$ cat src/rtl/fft_sequencer_pkg.sv
// Shared FSM state type, frame-size limit and power-of-two helpers for the
// FFT sequencer and its address generator.
package fft_sequencer_fsm;

   localparam int SEQ_ADDR_WIDTH = 12;
   localparam int NMAX           = 1 << (SEQ_ADDR_WIDTH - 1);

   typedef enum logic [1:0] {
      seq_IDLE,
      seq_RUN,
      seq_DRAIN,
      seq_DONE
   } seq_fsm;

   function automatic logic is_pow2(input logic [15:0] n);
      return (n != 16'd0) && ((n & (n - 16'd1)) == 16'd0);
   endfunction

   // Index of the highest set bit; exact log2 for a power of two.
   function automatic logic [3:0] log2(input logic [15:0] n);
      logic [3:0] r;
      r = 4'd0;
      for (int i = 0; i < 16; i++) begin
         if (n[i]) r = 4'(i);
      end
      return r;
   endfunction

endpackage

$ cat src/rtl/fft_addr_gen.sv
// Per-stage butterfly address generator: a j counter inside each group and a
// running group base, giving A, B = A + h and the twiddle index with shifts only.
module fft_addr_gen
   import fft_sequencer_fsm::*;
#(
   parameter int ADDR_WIDTH = SEQ_ADDR_WIDTH
) (
   input  logic                  i_clk,
   input  logic                  i_rstn,
   input  logic                  i_clear,
   input  logic                  i_step,
   input  logic [3:0]            i_stage,
   input  logic [3:0]            i_log2n,
   input  logic [ADDR_WIDTH-1:0] i_n,
   output logic [ADDR_WIDTH-1:0] o_addr_a,
   output logic [ADDR_WIDTH-1:0] o_addr_b,
   output logic [ADDR_WIDTH-3:0] o_tw,
   output logic                  o_last
);

   logic [ADDR_WIDTH-1:0] j_q, j_d;
   logic [ADDR_WIDTH-1:0] base_q, base_d;
   logic [ADDR_WIDTH-1:0] span;
   logic [ADDR_WIDTH-1:0] half;
   logic [3:0]            tw_shift;
   logic                  group_end;

   // span = 2h is the group stride; TW = j << (s + log2(NMAX/N)).
   assign span      = i_n >> i_stage;
   assign half      = span >> 1;
   assign tw_shift  = i_stage + 4'(ADDR_WIDTH - 1) - i_log2n;
   assign group_end = (j_q == half - ADDR_WIDTH'(1));

   assign o_addr_a = base_q + j_q;
   assign o_addr_b = o_addr_a + half;
   assign o_tw     = (ADDR_WIDTH-2)'(j_q << tw_shift);
   assign o_last   = group_end && (base_q + span == i_n);

   always_comb begin
      j_d    = j_q;
      base_d = base_q;
      if (i_clear) begin
         j_d    = '0;
         base_d = '0;
      end else if (i_step) begin
         if (group_end) begin
            j_d    = '0;
            base_d = base_q + span;
         end else begin
            j_d = j_q + ADDR_WIDTH'(1);
         end
      end
   end

   always_ff @(posedge i_clk or negedge i_rstn) begin
      if (!i_rstn) begin
         j_q    <= '0;
         base_q <= '0;
      end else begin
         j_q    <= j_d;
         base_q <= base_d;
      end
   end

endmodule

$ cat src/rtl/fft_sequencer.sv
// In-place radix-2 DIF FFT controller: stage/butterfly FSM over the sample RAM
// with a write-back delay line matching RAM read plus butterfly latency.
module fft_sequencer
   import fft_sequencer_fsm::*;
#(
   parameter int ADDR_WIDTH  = SEQ_ADDR_WIDTH,
   parameter int BF_LATENCY  = 2,
   parameter int RAM_LATENCY = 1
) (
   input  logic                  i_clk,
   input  logic                  i_rstn,
   input  logic                  i_DATA_LOADED,
   input  logic [ADDR_WIDTH-1:0] i_SAMPLES_NUMBER,
   output logic                  o_RAM_OWN,
   output logic                  o_RD_EN,
   output logic [ADDR_WIDTH-1:0] o_RD_ADDR_A,
   output logic [ADDR_WIDTH-1:0] o_RD_ADDR_B,
   output logic [ADDR_WIDTH-3:0] o_TW_INDEX,
   output logic                  o_WR_EN,
   output logic [ADDR_WIDTH-1:0] o_WR_ADDR_A,
   output logic [ADDR_WIDTH-1:0] o_WR_ADDR_B,
   output logic [3:0]            o_STAGE,
   output logic                  o_BUSY,
   output logic                  o_CALC_END,
   output logic                  o_ERR
);

   localparam int DEPTH  = RAM_LATENCY + BF_LATENCY;
   localparam int CW     = $clog2(DEPTH + 1);
   localparam int NMAX_L = 1 << (ADDR_WIDTH - 1);

   seq_fsm                state_q, state_d;
   logic [3:0]            stage_q, stage_d;
   logic [3:0]            log2n_q, log2n_d;
   logic [ADDR_WIDTH-1:0] n_q, n_d;
   logic [CW-1:0]         drain_q, drain_d;
   logic                  err_q, err_d;
   logic                  clear, step, last, rd_en, n_valid;
   logic [ADDR_WIDTH-1:0] addr_a, addr_b;
   logic [ADDR_WIDTH-3:0] tw;

   assign n_valid = is_pow2(16'(i_SAMPLES_NUMBER))
                 && (i_SAMPLES_NUMBER >= ADDR_WIDTH'(2))
                 && (i_SAMPLES_NUMBER <= ADDR_WIDTH'(NMAX_L));

   fft_addr_gen #(.ADDR_WIDTH(ADDR_WIDTH)) u_addr_gen (
      .i_clk   (i_clk),
      .i_rstn  (i_rstn),
      .i_clear (clear),
      .i_step  (step),
      .i_stage (stage_q),
      .i_log2n (log2n_q),
      .i_n     (n_q),
      .o_addr_a(addr_a),
      .o_addr_b(addr_b),
      .o_tw    (tw),
      .o_last  (last)
   );

   always_comb begin
      state_d = state_q;
      stage_d = stage_q;
      log2n_d = log2n_q;
      n_d     = n_q;
      drain_d = drain_q;
      err_d   = 1'b0;
      clear   = 1'b0;
      step    = 1'b0;
      case (state_q)
         seq_IDLE, seq_DONE: begin
            if (i_DATA_LOADED) begin
               if (n_valid) begin
                  state_d = seq_RUN;
                  n_d     = i_SAMPLES_NUMBER;
                  log2n_d = log2(16'(i_SAMPLES_NUMBER));
                  stage_d = 4'd0;
                  clear   = 1'b1;
               end else begin
                  err_d = 1'b1;
               end
            end
         end
         seq_RUN: begin
            step = 1'b1;
            if (last) begin
               state_d = seq_DRAIN;
               drain_d = '0;
            end
         end
         seq_DRAIN: begin
            // Wait for the last write of this stage before the next stage reads.
            drain_d = drain_q + CW'(1);
            if (drain_q == CW'(DEPTH - 1)) begin
               if (stage_q == log2n_q - 4'd1) begin
                  state_d = seq_DONE;
               end else begin
                  state_d = seq_RUN;
                  stage_d = stage_q + 4'd1;
                  clear   = 1'b1;
               end
            end
         end
         default: state_d = seq_IDLE;
      endcase
   end

   always_ff @(posedge i_clk or negedge i_rstn) begin
      if (!i_rstn) begin
         state_q <= seq_IDLE;
         stage_q <= '0;
         log2n_q <= '0;
         n_q     <= '0;
         drain_q <= '0;
         err_q   <= 1'b0;
      end else begin
         state_q <= state_d;
         stage_q <= stage_d;
         log2n_q <= log2n_d;
         n_q     <= n_d;
         drain_q <= drain_d;
         err_q   <= err_d;
      end
   end

   assign rd_en       = (state_q == seq_RUN);
   assign o_RD_EN     = rd_en;
   assign o_RD_ADDR_A = rd_en ? addr_a : '0;
   assign o_RD_ADDR_B = rd_en ? addr_b : '0;
   assign o_TW_INDEX  = rd_en ? tw : '0;
   assign o_RAM_OWN   = (state_q == seq_RUN) || (state_q == seq_DRAIN);
   assign o_BUSY      = o_RAM_OWN;
   assign o_CALC_END  = (state_q == seq_DONE);
   assign o_STAGE     = stage_q;
   assign o_ERR       = err_q;

   logic                  wv_q [DEPTH];
   logic [ADDR_WIDTH-1:0] wa_q [DEPTH];
   logic [ADDR_WIDTH-1:0] wb_q [DEPTH];

   genvar gi;
   generate
      for (gi = 0; gi < DEPTH; gi++) begin : g_wb_delay
         always_ff @(posedge i_clk or negedge i_rstn) begin
            if (!i_rstn) begin
               wv_q[gi] <= 1'b0;
               wa_q[gi] <= '0;
               wb_q[gi] <= '0;
            end else if (gi == 0) begin
               wv_q[gi] <= rd_en;
               wa_q[gi] <= o_RD_ADDR_A;
               wb_q[gi] <= o_RD_ADDR_B;
            end else begin
               wv_q[gi] <= wv_q[(gi == 0) ? 0 : gi - 1];
               wa_q[gi] <= wa_q[(gi == 0) ? 0 : gi - 1];
               wb_q[gi] <= wb_q[(gi == 0) ? 0 : gi - 1];
            end
         end
      end
   endgenerate

   assign o_WR_EN     = wv_q[DEPTH-1];
   assign o_WR_ADDR_A = wa_q[DEPTH-1];
   assign o_WR_ADDR_B = wb_q[DEPTH-1];

endmodule

$ cat config.mk
export PLATFORM = sky130hd
export DESIGN_NAME = fft_sequencer
export DESIGN_NICKNAME = d
export VERILOG_FILES = /design/src/rtl/fft_sequencer_pkg.sv /design/src/rtl/fft_addr_gen.sv /design/src/rtl/fft_sequencer.sv
export SDC_FILE = /design/constraint.sdc
export NUM_CORES = 1
export LEC_CHECK = 0
export BUFFER_PORTS_ARGS = -buffer_cell sky130_fd_sc_hd__buf_2
export CAP_MARGIN = 20
export CORE_ASPECT_RATIO = 1.4
export CORE_MARGIN = 4
export CORE_UTILIZATION = 45
export CTS_BUF_LIST = sky130_fd_sc_hd__clkbuf_4 sky130_fd_sc_hd__clkbuf_8
export CTS_CLUSTER_DIAMETER = 120
export CTS_CLUSTER_SIZE = 28
export DETAILED_ROUTE_END_ITERATION = 8
export SLEW_MARGIN = 20
export SYNTH_ARGS = -nofsm -noshare
export SYNTH_HDL_FRONTEND = slang
export SYNTH_SLANG_ARGS = --single-unit
export TNS_END_PERCENT = 50
$ cat constraint.sdc
create_clock -name i_clk -period 9.3 [get_ports i_clk]
set_clock_uncertainty 0.1 [all_clocks]
set_input_delay 0.465 -clock i_clk [delete_from_list [all_inputs] [get_ports i_clk]]
set_output_delay 0.465 -clock i_clk [all_outputs]
set_load 0.03 [all_outputs]
Word level (Yosys, flattened, before mapping)
Cells that the tools add are included.
- flip-flop bits (word level): 124
- bits of input ports: 15
- $add $sub $neg: 11
- order comparisons: 2
- eq/ne operators: 12
- shift-type cells: 2
- muxes and demuxes: 42
- bitwise logic cells: 1
- reductions and logical operators: 18
- operator list (cell ; count):
    12-bit two-way mux ; 8
    4-bit two-way mux ; 14
    12-bit adder ; 2
    12-bit equality test ; 2
    12-bit by 16-bit bitwise AND with 16-bit output ; 1
    16-bit zero test ; 1
    12-bit by 1-bit subtractor with 13-bit output (second input constant) ; 1
    12-bit by 1-bit adder with 12-bit output (second input constant) ; 1
    12-bit by 11-bit adder with 12-bit output ; 1
    12-bit by 2-bit greater-or-equal comparator with 1-bit output (second input constant) ; 1
    12-bit less-or-equal comparator (second input constant) ; 1
    2-bit two-way mux ; 6
    12-bit nonzero test ; 1
    12-bit by 4-bit left shift with 10-bit output ; 1
    12-bit by 4-bit right shift with 12-bit output ; 1
    11-bit by 1-bit subtractor with 12-bit output (second input constant) ; 1
    10-bit two-way mux ; 1
    2-bit != test (second input constant) ; 5
    1-bit two-way mux ; 9
    4-bit one-hot mux with 2 select lines ; 1
    2-bit nonzero test ; 4
    2-bit equality test (second input constant) ; 3
    2-bit one-hot mux with 3 select lines ; 1
    5-bit AND reduction ; 1
    16 further kinds ; 20

Depth between registers and ports, before layout
Gate-level depths: netlist of run 1.
- depth in word-level cells: 11
- mapped depth: 19

Cells and area by module
From an unflattened synthesis of run 1, not the netlist that was laid out.
- cell total of the unflattened synthesis: 794
- area total of the unflattened synthesis: 7981.4 um^2
- by module, submodules not included (module ; times used ; cells each ; area each (um^2) ; seq. area each (um^2)):
    fft_addr_gen ; 1 ; 509 ; 4159.0 ; 600.6
    fft_sequencer ; 1 ; 285 ; 3822.4 ; 2502.4

Worst setup path after synthesis of run 1
No wires, ideal clock.
- path kind: reg-to-reg
- start: reg stage_q[1], in the netlist o_STAGE[1]
- end: reg state_q[1]
- library setup time: 0.126 ns
- arrival time: 4.519 ns
- data required time: 9.074 ns
- setup slack: 4.555 ns
- cell stages (with the launch flop): 18
- buffers on the path: 2
- cells stage by stage: dfrtp_1 buf_2 buf_2 mux4_2 mux2i_1 o22ai_1 ha_1 fa_1 a21oi_1 o21bai_1 xor2_1 a2111oi_0 nand4_1 nor4_1 nand4_1 nor4_2 mux2i_1 a221o_1
- word-level cells in the longest chain between the ends: 6
- RTL lines (what ; RTL line ; text):
    from (decl) ; fft_sequencer.sv:33 ; logic [3:0] stage_q, stage_d;
    from (signal assigned) ; fft_sequencer.sv:117 ; stage_q <= stage_d;
    12-bit by 4-bit right shift with 12-bit output ; fft_addr_gen.sv:29 ; assign span = i_n >> i_stage;
    12-bit adder or 11-bit by 1-bit subtractor with 12-bit output (tied branches) ; fft_addr_gen.sv:37, fft_addr_gen.sv:32 ;
    12-bit equality test (on tied branches) ; fft_addr_gen.sv:37, fft_addr_gen.sv:32 ;
    1-bit logical AND ; fft_addr_gen.sv:37 ; assign o_last = group_end && (base_q + span == i_n);
    2-bit != test (no source line) ; n/a ;
    4-bit AND reduction (no source line) ; n/a ;
    to (signal assigned) ; fft_sequencer.sv:109 ; state_q <= seq_IDLE;
    to (signal assigned) ; fft_sequencer.sv:116 ; state_q <= state_d;
    to (decl) ; fft_sequencer.sv:32 ; seq_fsm state_q, state_d;
Several ways; a longest one is shown, not always the timed one. The select of a mux whose other input is x is not followed.
A chain may end at the register's enable or synchronous reset.

Worst setup path after layout of run 1
- start: reg stage_q[2], in the netlist o_STAGE[2]
- end: out o_RD_ADDR_B[10]
- word-level cells in the longest chain between the ends: 3
- RTL lines (what ; RTL line ; text):
    12-bit by 4-bit right shift with 12-bit output ; fft_addr_gen.sv:29 ;
    12-bit by 11-bit adder with 12-bit output ; fft_addr_gen.sv:35 ; assign o_addr_b = o_addr_a + half;
    12-bit two-way mux ; fft_sequencer.sv:128 ; assign o_RD_ADDR_B = rd_en ? addr_b : '0;
    to (decl) ; fft_sequencer.sv:17 ; output logic [ADDR_WIDTH-1:0] o_RD_ADDR_B,
No other way between the ends.

==> results of run 1 <==
-- placed cells by master, fill, tap and decap left out, types with 6 or more instances in the layout --
master / count
a211oi_1: 6
a21o_1: 6
a21oi_1: 29
a22o_1: 8
and2_1: 14
and3_1: 14
buf_2: 81
buf_4: 9
clkbuf_8: 17
dfrtp_1: 124
ha_1: 46
inv_1: 36
mux2_2: 20
mux2i_1: 35
nand2_1: 53
nand2b_1: 11
nand3_1: 21
nand4_1: 7
nor2_1: 67
nor2b_1: 17
nor3_1: 25
o21a_1: 7
o21ai_0: 31
o21ai_1: 10
o21bai_1: 6
o22ai_1: 8
xnor2_1: 42
xor2_1: 22
-- cells by family after synthesis --
kind of cell | after synthesis | synth area share (%)
AOI/OAI and AO/OA | 169 | 15.3
xor gates and xnor gates | 64 | 6.79
adders and majority gates | 52 | 8.18
buffers and inverters | 110 | 6.53
DFF | 124 | 37.6
muxes | 62 | 8.83
and+or+nand+nor | 265 | 16.8
-- per-layer routing --
metal,vias up,routed length [um]
met5,-,0
met3,38,922
met2,151,10300
li1,3049,-
met4,0,740
met1,3021,7980
-- critical path: stages, from the launching register on --
cell      delay (ns)
dfrtp_1         0.90
inv_1           0.33
a32oi_1         0.43
o211a_1         0.35
inv_1           0.11
ha_1            0.33
nor2b_1         0.15
o21ai_0         0.21
a21boi_0        0.16
o21ai_0         0.23
a21boi_0        0.16
o21ai_0         0.17
nand2b_1        0.11
a21o_1          0.20
a21oi_1         0.19
mux2i_1         0.26
buf_2           0.23
-- synth_stat cells, types with 21 or more instances --
cell type | instances | area [um^2]
buf_4 | 26 | 195
xnor2_1 | 42 | 368
mux2i_1 | 35 | 350
inv_1 | 36 | 135
xor2_1 | 22 | 193
nand2_1 | 53 | 199
a21oi_1 | 29 | 145
nor2_1 | 67 | 251
ha_1 | 46 | 576
clkbuf_1 | 28 | 105
nor3_1 | 25 | 125
nand3_1 | 21 | 105
dfrtp_1 | 124 | 3100
o21ai_0 | 31 | 155
-- worst max-delay path by stage --
stage               startpoint               to  cells after the start
finish              o_STAGE[2]  o_RD_ADDR_B[10]                     16
global route        o_STAGE[2]  o_RD_ADDR_B[10]                     16
CTS                 o_STAGE[2]  o_RD_ADDR_B[10]                     16
detailed placement  o_STAGE[0]       drain_q[0]                     16
global placement    o_STAGE[0]       drain_q[0]                     16
floorplan           o_STAGE[1]       state_q[1]                     17
-- state kept, by name (all words and copies together) (netlist names) --
signal             count
u_addr_gen.base_q     12
o_WR_EN                1
o_ERR                  1
o_WR_ADDR_B           12
state_q                2
o_WR_ADDR_A           12
drain_q                2
n_q                   12
u_addr_gen.j_q        12
wb_q                  24
log2n_q                4
o_STAGE                4
wa_q                  24
wv_q                   2
-- power breakdown --
group | total, mW | switching, mW | internal [mW]
logic | 0.0219 | 0.0165 | 0.00538
registers | 0.539 | 0 | 0.539
clock network | 0.470 | 0.234 | 0.237
-- timing repair --
| item | CTS | global route |
|---|---|---|
| endpoints found under the hold margin | 49 | 0 |
| hold buffers | 1 | 0 |
| setup buffers | 0 | 0 |
| setup endpoints to repair | 0 | 0 |
-- through the flow --
| stage | instance area [um^2] | instances | total power [mW] | util (%) | setup slack (ns) |
|---|---|---|---|---|---|
| floorplan | 8260 | 846 | 0.554 | - | 4.56 |
| global placement | 8630 | 1102 | 0.572 | 47.9 | 4.29 |
| detailed placement | 8630 | 1102 | 0.572 | 47.9 | 4.20 |
| CTS | 9020 | 1134 | 1.05 | 50.1 | 3.72 |
| global route | 9030 | 1135 | 1.07 | 50.2 | 3.30 |
| finish | 9030 | 1135 | 1.03 | 50.2 | 3.77 |
-- final cells by class --
cell class                      instances  share of cell area [%]
Multi-Input combinational cell        612                    51.1
Clock inverter                         14                    1.62
Clock buffer                           17                    2.59
Tap cell                              240                    3.33
Timing Repair Buffer                   92                    5.47
Sequential cell                       124                    34.4
Inverter                               36                    1.50
==> results.sh, run 1 <==
export IMPL_outcome="completed"
export IMPL_p_leak_nw=4.26
export IMPL_multi_input_area_um2=4620
export IMPL_cts_tree="built"
export IMPL_min_from="i_DATA_LOADED"
export IMPL_grt_pass1_vias=6243
export IMPL_track_usage_pct=20.1
export IMPL_fp_dieH_um=168
export IMPL_n_antenna_cell=0
export IMPL_clkSinkCount=124
export IMPL_synth_cell_types=87
export IMPL_ios=83
export IMPL_power_density_nw_per_um2=114
export IMPL_ys_ff_latch=124
export IMPL_grt_use_met1_pct=23.8
export IMPL_grt_pass1_wl_um=32400
export IMPL_ys_seq_area_share_pct=37.6
export IMPL_setup_tns_ns=0
export IMPL_syn_area_um2=8260
export IMPL_criticalPathCategory="reg -> out"
export IMPL_routedWlPerCell_um=17.5
export IMPL_max_cap_violations=0
export IMPL_worst_slew_pin_slew_ns=0.927
export IMPL_start_kind="register"
export IMPL_start_util_pct=45.9
export IMPL_required_ns=8.74
export IMPL_h_tree_depth=4
export IMPL_busiest_layer="met2"
export IMPL_use_met2_pct=35.7
export IMPL_setup_viol=0
export IMPL_cts_resized=0
export IMPL_register_area_um2=3100
export IMPL_gp_congestion=0.870
export IMPL_die_area_um2=20600
export IMPL_r2r_end="drain_q[0]"
export IMPL_coreArea_um2=18000
export IMPL_fin_crit_sh_pct=59.4
export IMPL_cp_end_kind="output pin"
export IMPL_grt_max_degree=76
export IMPL_die_x_um=123
export IMPL_grt_use_met3_pct=3.29
export IMPL_ys_flop_type="dfrtp_1"
export IMPL_slew_headroom_pct=38.2
export IMPL_path_clk_slew_ns=0.08
export IMPL_syn_to_final_growth_pct=9.33
export IMPL_min_period_ns=5.53
export IMPL_avgSynthCellArea_um2=9.76
export IMPL_viasPerCell=5.51
export IMPL_drive_above_1_share_pct=19.1
export IMPL_gr_total_overflow=0
export IMPL_ant_nets=0
export IMPL_r2r_start="o_STAGE[0]"
export IMPL_cts_buffers=17
export IMPL_r2r_cells=16
export IMPL_vias=6259
export IMPL_synth_fp_nets=911
export IMPL_hpwl_um=14700
export IMPL_clk_insertion_delay_late_ns=0.45
export IMPL_hold_ws_ns=0.167
export IMPL_reg2reg_setup_slack_ns=4.12
export IMPL_slew_viol_final=0
export IMPL_drt_iter0_markers=354
export IMPL_clock_path_buffers=2
export IMPL_path_max_fanout=26
export IMPL_rows=58
export IMPL_irDropWorstVdd_mv=0.0750
export IMPL_hold_viol=0
export IMPL_hold_class="in -> reg"
export IMPL_crit_arrival_ns=4.96
export IMPL_hold_path_depth=3
export IMPL_io_buffers=82
export IMPL_hold_end="o_ERR"
export IMPL_ys_async_sr_fraction_pct=100
export IMPL_nFillCells=1724
export IMPL_routed_wl_um=19900
export IMPL_synth_warnings=0
export IMPL_drcViolationCount=0
export IMPL_fmax_mhz=181
export IMPL_synth_edf_count=0
export IMPL_nets=948
export IMPL_drt_pass1_iter_count=4
export IMPL_synth_cells=846
export IMPL_antenna_found_initial=0
export IMPL_cts_root_buffer="clkbuf_8"
export IMPL_rsz0062_at_grt="no"
Note: power is estimated with default switching activity, not from simulation.
==> run 2: changes to the inputs <==
--- a/config.mk
+++ b/config.mk
@@ -14,6 +14,7 @@
 export CTS_CLUSTER_DIAMETER = 120
 export CTS_CLUSTER_SIZE = 28
 export DETAILED_ROUTE_END_ITERATION = 8
+export PLACE_DENSITY = 0.66
 export SLEW_MARGIN = 20
 export SYNTH_ARGS = -nofsm -noshare
 export SYNTH_HDL_FRONTEND = slang
==> constraint.sdc (replaced) <==
create_clock -name i_clk -period 4.85 [get_ports i_clk]
set_clock_uncertainty 0.1 [all_clocks]
set_input_delay 0.2425 -clock i_clk [delete_from_list [all_inputs] [get_ports i_clk]]
set_output_delay 0.2425 -clock i_clk [all_outputs]
set_load 0.03 [all_outputs]
==> results.sh, run 2 (synthesis results as in run 1) <==
export IMPL_ios=83
export IMPL_min_from="i_SAMPLES_NUMBER[0]"
export IMPL_path_max_fanout=12
export IMPL_clock_path_buffers=2
export IMPL_cts_root_buffer="clkbuf_8"
export IMPL_grt_pass1_vias=6456
export IMPL_cts_buffers=17
export IMPL_irDropWorstVdd_mv=0.121
export IMPL_max_cap_violations=0
export IMPL_vias=6559
export IMPL_crit_chain="buf_6 -> mux2i_1 -> mux4_2 -> o21ai_4 -> buf_4 -> ha_1 -> a211o_1 -> and3_1 -> nor2_1 -> xnor2_1 -> nand4_1 -> nor4_2 -> nand4_1 -> buf_4 -> nor4_2 -> mux2i_1 -> a221o_1"
export IMPL_antenna_found_initial=0
export IMPL_gp_congestion=0.922
export IMPL_gr_total_overflow=0
export IMPL_hold_path_depth=3
export IMPL_slew_viol_final=0
export IMPL_mostFrequentLayoutCell="dfrtp_1"
export IMPL_path_clk_slew_ns=0.08
export IMPL_fmax_mhz=219
export IMPL_rsz0062_at_grt="no"
export IMPL_cts_tree="built"
export IMPL_r2r_cells=17
export IMPL_final_cells=1192
export IMPL_viasPerCell=5.50
export IMPL_die_x_um=123
export IMPL_slew_headroom_pct=33.0
export IMPL_routed_wl_um=20800
export IMPL_hold_class="in -> reg"
export IMPL_clk_insertion_delay_late_ns=0.45
export IMPL_grt_max_degree=77
export IMPL_fin_crit_sh_pct=94.3
export IMPL_die_area_um2=20600
export IMPL_place_inst=1142
export IMPL_cp_end_kind="register"
export IMPL_setup_viol=0
export IMPL_drt_pass1_iter_count=5
export IMPL_ant_nets=0
export IMPL_hold_end="o_ERR"
export IMPL_r2r_end="state_q[1]"
export IMPL_start_kind="register"
export IMPL_fp_dieH_um=168
export IMPL_track_usage_pct=21.0
export IMPL_h_tree_depth=4
export IMPL_syn_to_final_growth_pct=16.2
export IMPL_drcViolationCount=0
export IMPL_clkSinkCount=124
export IMPL_io_buffers=82
export IMPL_reg2reg_setup_slack_ns=0.28
export IMPL_grt_pass1_wl_um=33400
export IMPL_p_leak_nw=4.58
export IMPL_start_util_pct=45.9
export IMPL_n_antenna_cell=0
export IMPL_outcome="completed"
export IMPL_required_ns=5.10
export IMPL_drive_above_1_share_pct=23.8
export IMPL_worst_slew_pin_slew_ns=1.01
export IMPL_power_density_nw_per_um2=213
export IMPL_r2r_start="o_STAGE[0]"
export IMPL_nets=1004
export IMPL_hpwl_um=15700
export IMPL_coreArea_um2=18000
export IMPL_cp_slowest_stage_delay_ns=0.55
export IMPL_hold_viol=0
export IMPL_criticalPathCategory="reg -> reg"
export IMPL_drt_iter0_markers=345
export IMPL_min_period_ns=4.57
export IMPL_hold_ws_ns=0.165
export IMPL_final_cell_mix="dfrtp_1, buf_2, nor2_1, nand2_1, buf_4"
export IMPL_top_regs="wa_q x24, wb_q x24"
export IMPL_routedWlPerCell_um=17.5
export IMPL_rows=58
export IMPL_slowest_stage="mux4_2"
export IMPL_crit_arrival_ns=4.82
## run 2: stage by stage
stage               instance area (um^2)  power, mW  TNS [ns]  util (%)  worst slack [ns]
floorplan                           8260       1.06         0         -             0.105
global placement                    8940       1.10         0      49.7            0.0950
detailed placement                  8940       1.10   -0.0722      49.7           -0.0719
CTS                                 9510       2.07         0      52.8            0.0481
global route                        9600       2.12         0      53.3           0.00462
finish                              9600       2.04         0      53.3             0.275
## run 2: critical path, delay by kind of cell, from the launching register on
kind,cells,cell delay [ns]
and+or+nand+nor,6,1.26
adders and majority gates,1,0.21
AOI/OAI and AO/OA,3,0.92
buffers and inverters,3,0.49
muxes,3,0.84
xor gates and xnor gates,1,0.19
DFF,1,0.45
## run 2: how the worst max path moves through the flow
stage	to	slack, ns	cells after the start	start
after floorplan	state_q[1]	0.11	17	o_STAGE[1]
after CTS	o_RD_ADDR_B[10]	0.05	17	o_STAGE[0]
after global placement	state_q[1]	0.09	16	o_STAGE[0]
after detailed placement	state_q[1]	-0.07	15	o_STAGE[0]
after global routing	state_q[1]	0.005	17	o_STAGE[0]
final	state_q[1]	0.28	17	o_STAGE[0]
## run 2: what timing repair did
action / 4_1_cts / 5_1_grt
hold buffers: 13 / 0
hold endpoints to repair: 87 / 0
pin swaps: 0 / 5
endpoints found under the setup margin: 4 / 6
gates resized for setup: 9 / 19
setup buffers: 0 / 5
## run 2: where the power goes
group | total (mW) | leakage [nW] | switching, mW | internal (mW)
Clock | 0.960 | 0.207 | 0.450 | 0.510
Combinational | 0.0490 | 2.83 | 0.0324 | 0.0166
Sequential | 1.03 | 1.55 | 0 | 1.03
## run 2: metal layers
| layer | GRT usage, % | vias to the layer above | part of all wire, % |
|---|---|---|---|
| met3 | 3.80 | 64 | 4.6 |
| met1 | 24.5 | 3115 | 40 |
| li1 | - | 3177 | - |
| met4 | 12.0 | 0 | 5.7 |
| met2 | 35.7 | 203 | 50 |
| met5 | 0 | - | 0 |
## run 2: layout make-up
type,count,area [um^2]
repair buffers,148,975
multi-input cells,612,4670
fillers,1654,8400
flip-flops and latches,124,3110
clock inverters,11,133
well taps,240,300
clock buffers,21,283
inverters,36,135
==> run 3: changes to the inputs <==
--- a/config.mk
+++ b/config.mk
@@ -9,12 +9,11 @@
 export CAP_MARGIN = 20
 export CORE_ASPECT_RATIO = 1.4
 export CORE_MARGIN = 4
-export CORE_UTILIZATION = 45
+export CORE_UTILIZATION = 40
 export CTS_BUF_LIST = sky130_fd_sc_hd__clkbuf_4 sky130_fd_sc_hd__clkbuf_8
 export CTS_CLUSTER_DIAMETER = 120
 export CTS_CLUSTER_SIZE = 28
 export DETAILED_ROUTE_END_ITERATION = 8
-export PLACE_DENSITY = 0.66
 export SLEW_MARGIN = 20
 export SYNTH_ARGS = -nofsm -noshare
 export SYNTH_HDL_FRONTEND = slang
==> constraint.sdc (replaced) <==
create_clock -name i_clk -period 5.8 [get_ports i_clk]
set_clock_uncertainty 0.1 [all_clocks]
set_input_delay 0.29 -clock i_clk [delete_from_list [all_inputs] [get_ports i_clk]]
set_output_delay 0.29 -clock i_clk [all_outputs]
set_load 0.03 [all_outputs]
==> results.sh, run 3 (synthesis results as in run 1) <==
export IMPL_r2r_start="o_STAGE[0]"
export IMPL_ant_nets=0
export IMPL_post_cts_setup_buffers=0
export IMPL_fmax_mhz=188
export IMPL_highest_layer="met4"
export IMPL_hpwl_um=15000
export IMPL_routed_wl_um=20000
export IMPL_final_cells=1158
export IMPL_slew_headroom_pct=35.6
export IMPL_track_usage_pct=18.0
export IMPL_die_x_um=129
export IMPL_top_regs="wa_q x24, wb_q x24"
export IMPL_hold_viol=0
export IMPL_grt_max_degree=75
export IMPL_hold_class="in -> reg"
export IMPL_drt_pass1_iter_count=4
export IMPL_required_ns=5.41
export IMPL_min_period_ns=5.32
export IMPL_viasPerCell=5.42
export IMPL_worst_slew_pin_slew_ns=0.966
export IMPL_criticalPathCategory="reg -> out"
export IMPL_cp_slowest_stage_delay_ns=0.73
export IMPL_ios=83
export IMPL_vias=6271
export IMPL_slew_viol_final=0
export IMPL_cts_tree="built"
export IMPL_syn_to_final_growth_pct=10.2
export IMPL_final_cell_mix="dfrtp_1, buf_2, nor2_1, nand2_1, ha_1"
export IMPL_routedWlPerCell_um=17.3
export IMPL_cp_top_family="compound AO/OA/AOI/OAI gates"
export IMPL_wl_met1_um=8470
export IMPL_setup_tns_ns=0
export IMPL_clkSinkCount=124
export IMPL_drt_iter0_markers=216
export IMPL_cts_resized=0
export IMPL_grt_pass1_vias=6275
export IMPL_h_tree_depth=4
export IMPL_hold_path_depth=3
export IMPL_max_cap_violations=0
export IMPL_drcViolationCount=0
export IMPL_power_total_mw=1.61
export IMPL_io_buffers=82
export IMPL_rsz0062_at_grt="no"
export IMPL_start_kind="register"
export IMPL_mostFrequentLayoutCell="dfrtp_1"
export IMPL_fin_crit_sh_pct=91.7
export IMPL_fp_dieH_um=178
export IMPL_gr_total_overflow=0
export IMPL_power_density_nw_per_um2=177
export IMPL_ctsHoldBuffers=3
export IMPL_path_max_fanout=18
export IMPL_crit_top_cell="o21ai_0"
export IMPL_crit_arrival_ns=4.93
export IMPL_slowest_stage="dfrtp_1"
export IMPL_start_util_pct=41.1
export IMPL_r2r_cells=16
export IMPL_cp_end_kind="output pin"
export IMPL_irDropWorstVdd_mv=0.103
export IMPL_coreArea_um2=20100
export IMPL_hold_end="n_q[2]"
export IMPL_clock_path_buffers=2
export IMPL_crit_chain="buf_4 -> mux4_1 -> o221ai_1 -> o211a_1 -> inv_1 -> ha_1 -> nor2b_1 -> o21ai_0 -> a21boi_0 -> o21ai_0 -> a21boi_0 -> o21ai_0 -> nand2b_1 -> a21o_1 -> a21oi_1 -> mux2i_1 -> buf_2"
export IMPL_p_leak_nw=4.29
export IMPL_cts_root_buffer="clkbuf_8"
export IMPL_grt_pass1_wl_um=32300
export IMPL_critPathBufInv=3
export IMPL_reg2reg_setup_slack_ns=0.62
export IMPL_outcome="completed"
export IMPL_dr_wl_met3_um=902
export IMPL_r2r_end="drain_q[0]"
export IMPL_clk_insertion_delay_late_ns=0.45
export IMPL_place_inst=1123
export IMPL_cts_buffers=17
export IMPL_path_clk_slew_ns=0.09
export IMPL_n_antenna_cell=0
export IMPL_gp_congestion=0.856
export IMPL_drive_above_1_share_pct=19.9
export IMPL_min_from="i_SAMPLES_NUMBER[2]"
export IMPL_routed_wl_met2_um=10000
export IMPL_nets=958
export IMPL_antenna_found_initial=0
export IMPL_die_area_um2=23000
export IMPL_rows=61
export IMPL_setup_viol=0
==> run 3: changes by cell type in the layout (fill, tap and decap cells not counted), sizes merged <==
cell	previous run	this run
buf	135	99
bufinv	2	0
clkbuf	21	18
clkinv	4	5
clkinvlp	2	4
dlygate4sd3	13	3
inv	39	41
==> run 3: metrics by stage <==
| step | hold WS [ns] | utilization, % | area [um^2] | setup slack, ns |
|---|---|---|---|---|
| 2_1_floorplan | -0.106 | - | 8260 | 1.06 |
| 3_3_place_gp | 0.232 | 43.4 | 8710 | 0.855 |
| 3_5_place_dp | 0.235 | 43.4 | 8710 | 0.723 |
| 4_1_cts | 0.0149 | 45.3 | 9100 | 0.415 |
| 5_1_grt | 0.0296 | 45.3 | 9100 | 0.0380 |
| 6_report | 0.0404 | 45.3 | 9100 | 0.483 |
==> run 3: worst max path at each step <==
stage / cells after the start / to / from / slack [ns]
floorplan: 17 / state_q[1] / o_STAGE[1] / 1.06
global placement: 15 / drain_q[0] / o_STAGE[0] / 0.85
detailed placement: 15 / drain_q[0] / o_STAGE[0] / 0.72
CTS: 17 / o_RD_ADDR_B[10] / o_STAGE[1] / 0.42
global route: 17 / o_RD_ADDR_B[10] / o_STAGE[1] / 0.04
finish: 17 / o_RD_ADDR_B[10] / o_STAGE[1] / 0.48
==> run 3: layer usage <==
layer / vias to the layer above / GRT usage (%)
met1: 3007 / 21.5
met2: 147 / 31.6
met5: - / 0
met3: 41 / 3.03
met4: 0 / 7.58
li1: 3076 / -
==> run 3: report_power, final <==
part | switching [mW] | total [mW] | internal (mW)
Clock | 0.396 | 0.710 | 0.314
Sequential | 0 | 0.864 | 0.864
Combinational | 0.0259 | 0.0354 | 0.00950
Total | 0.422 | 1.61 | 1.19
==> run 3: layout make-up <==
class	instances	area, um^2
inverter	36	135
multi-input combinational	612	4620
tap	252	315
timing repair buffer	102	571
clock inverter	14	113
fill	1981	11000
clock buffer	18	248
sequential	124	3100
==> run 3: worst register-to-register path, cell delays in order (launching register included) <==
cell       delay (ns)
dfrtp_1          0.58
buf_4            0.27
mux2_2           0.37
and2_1           0.14
o21ai_0          0.48
inv_1            0.15
ha_1             0.34
a21oi_1          0.22
o21bai_1         0.10
xor2_1           0.17
a2111oi_0        0.50
nand4_1          0.19
nor4_1           0.31
nand4_1          0.29
o41ai_4          0.50
o21ai_1          0.16
a21o_1           0.20
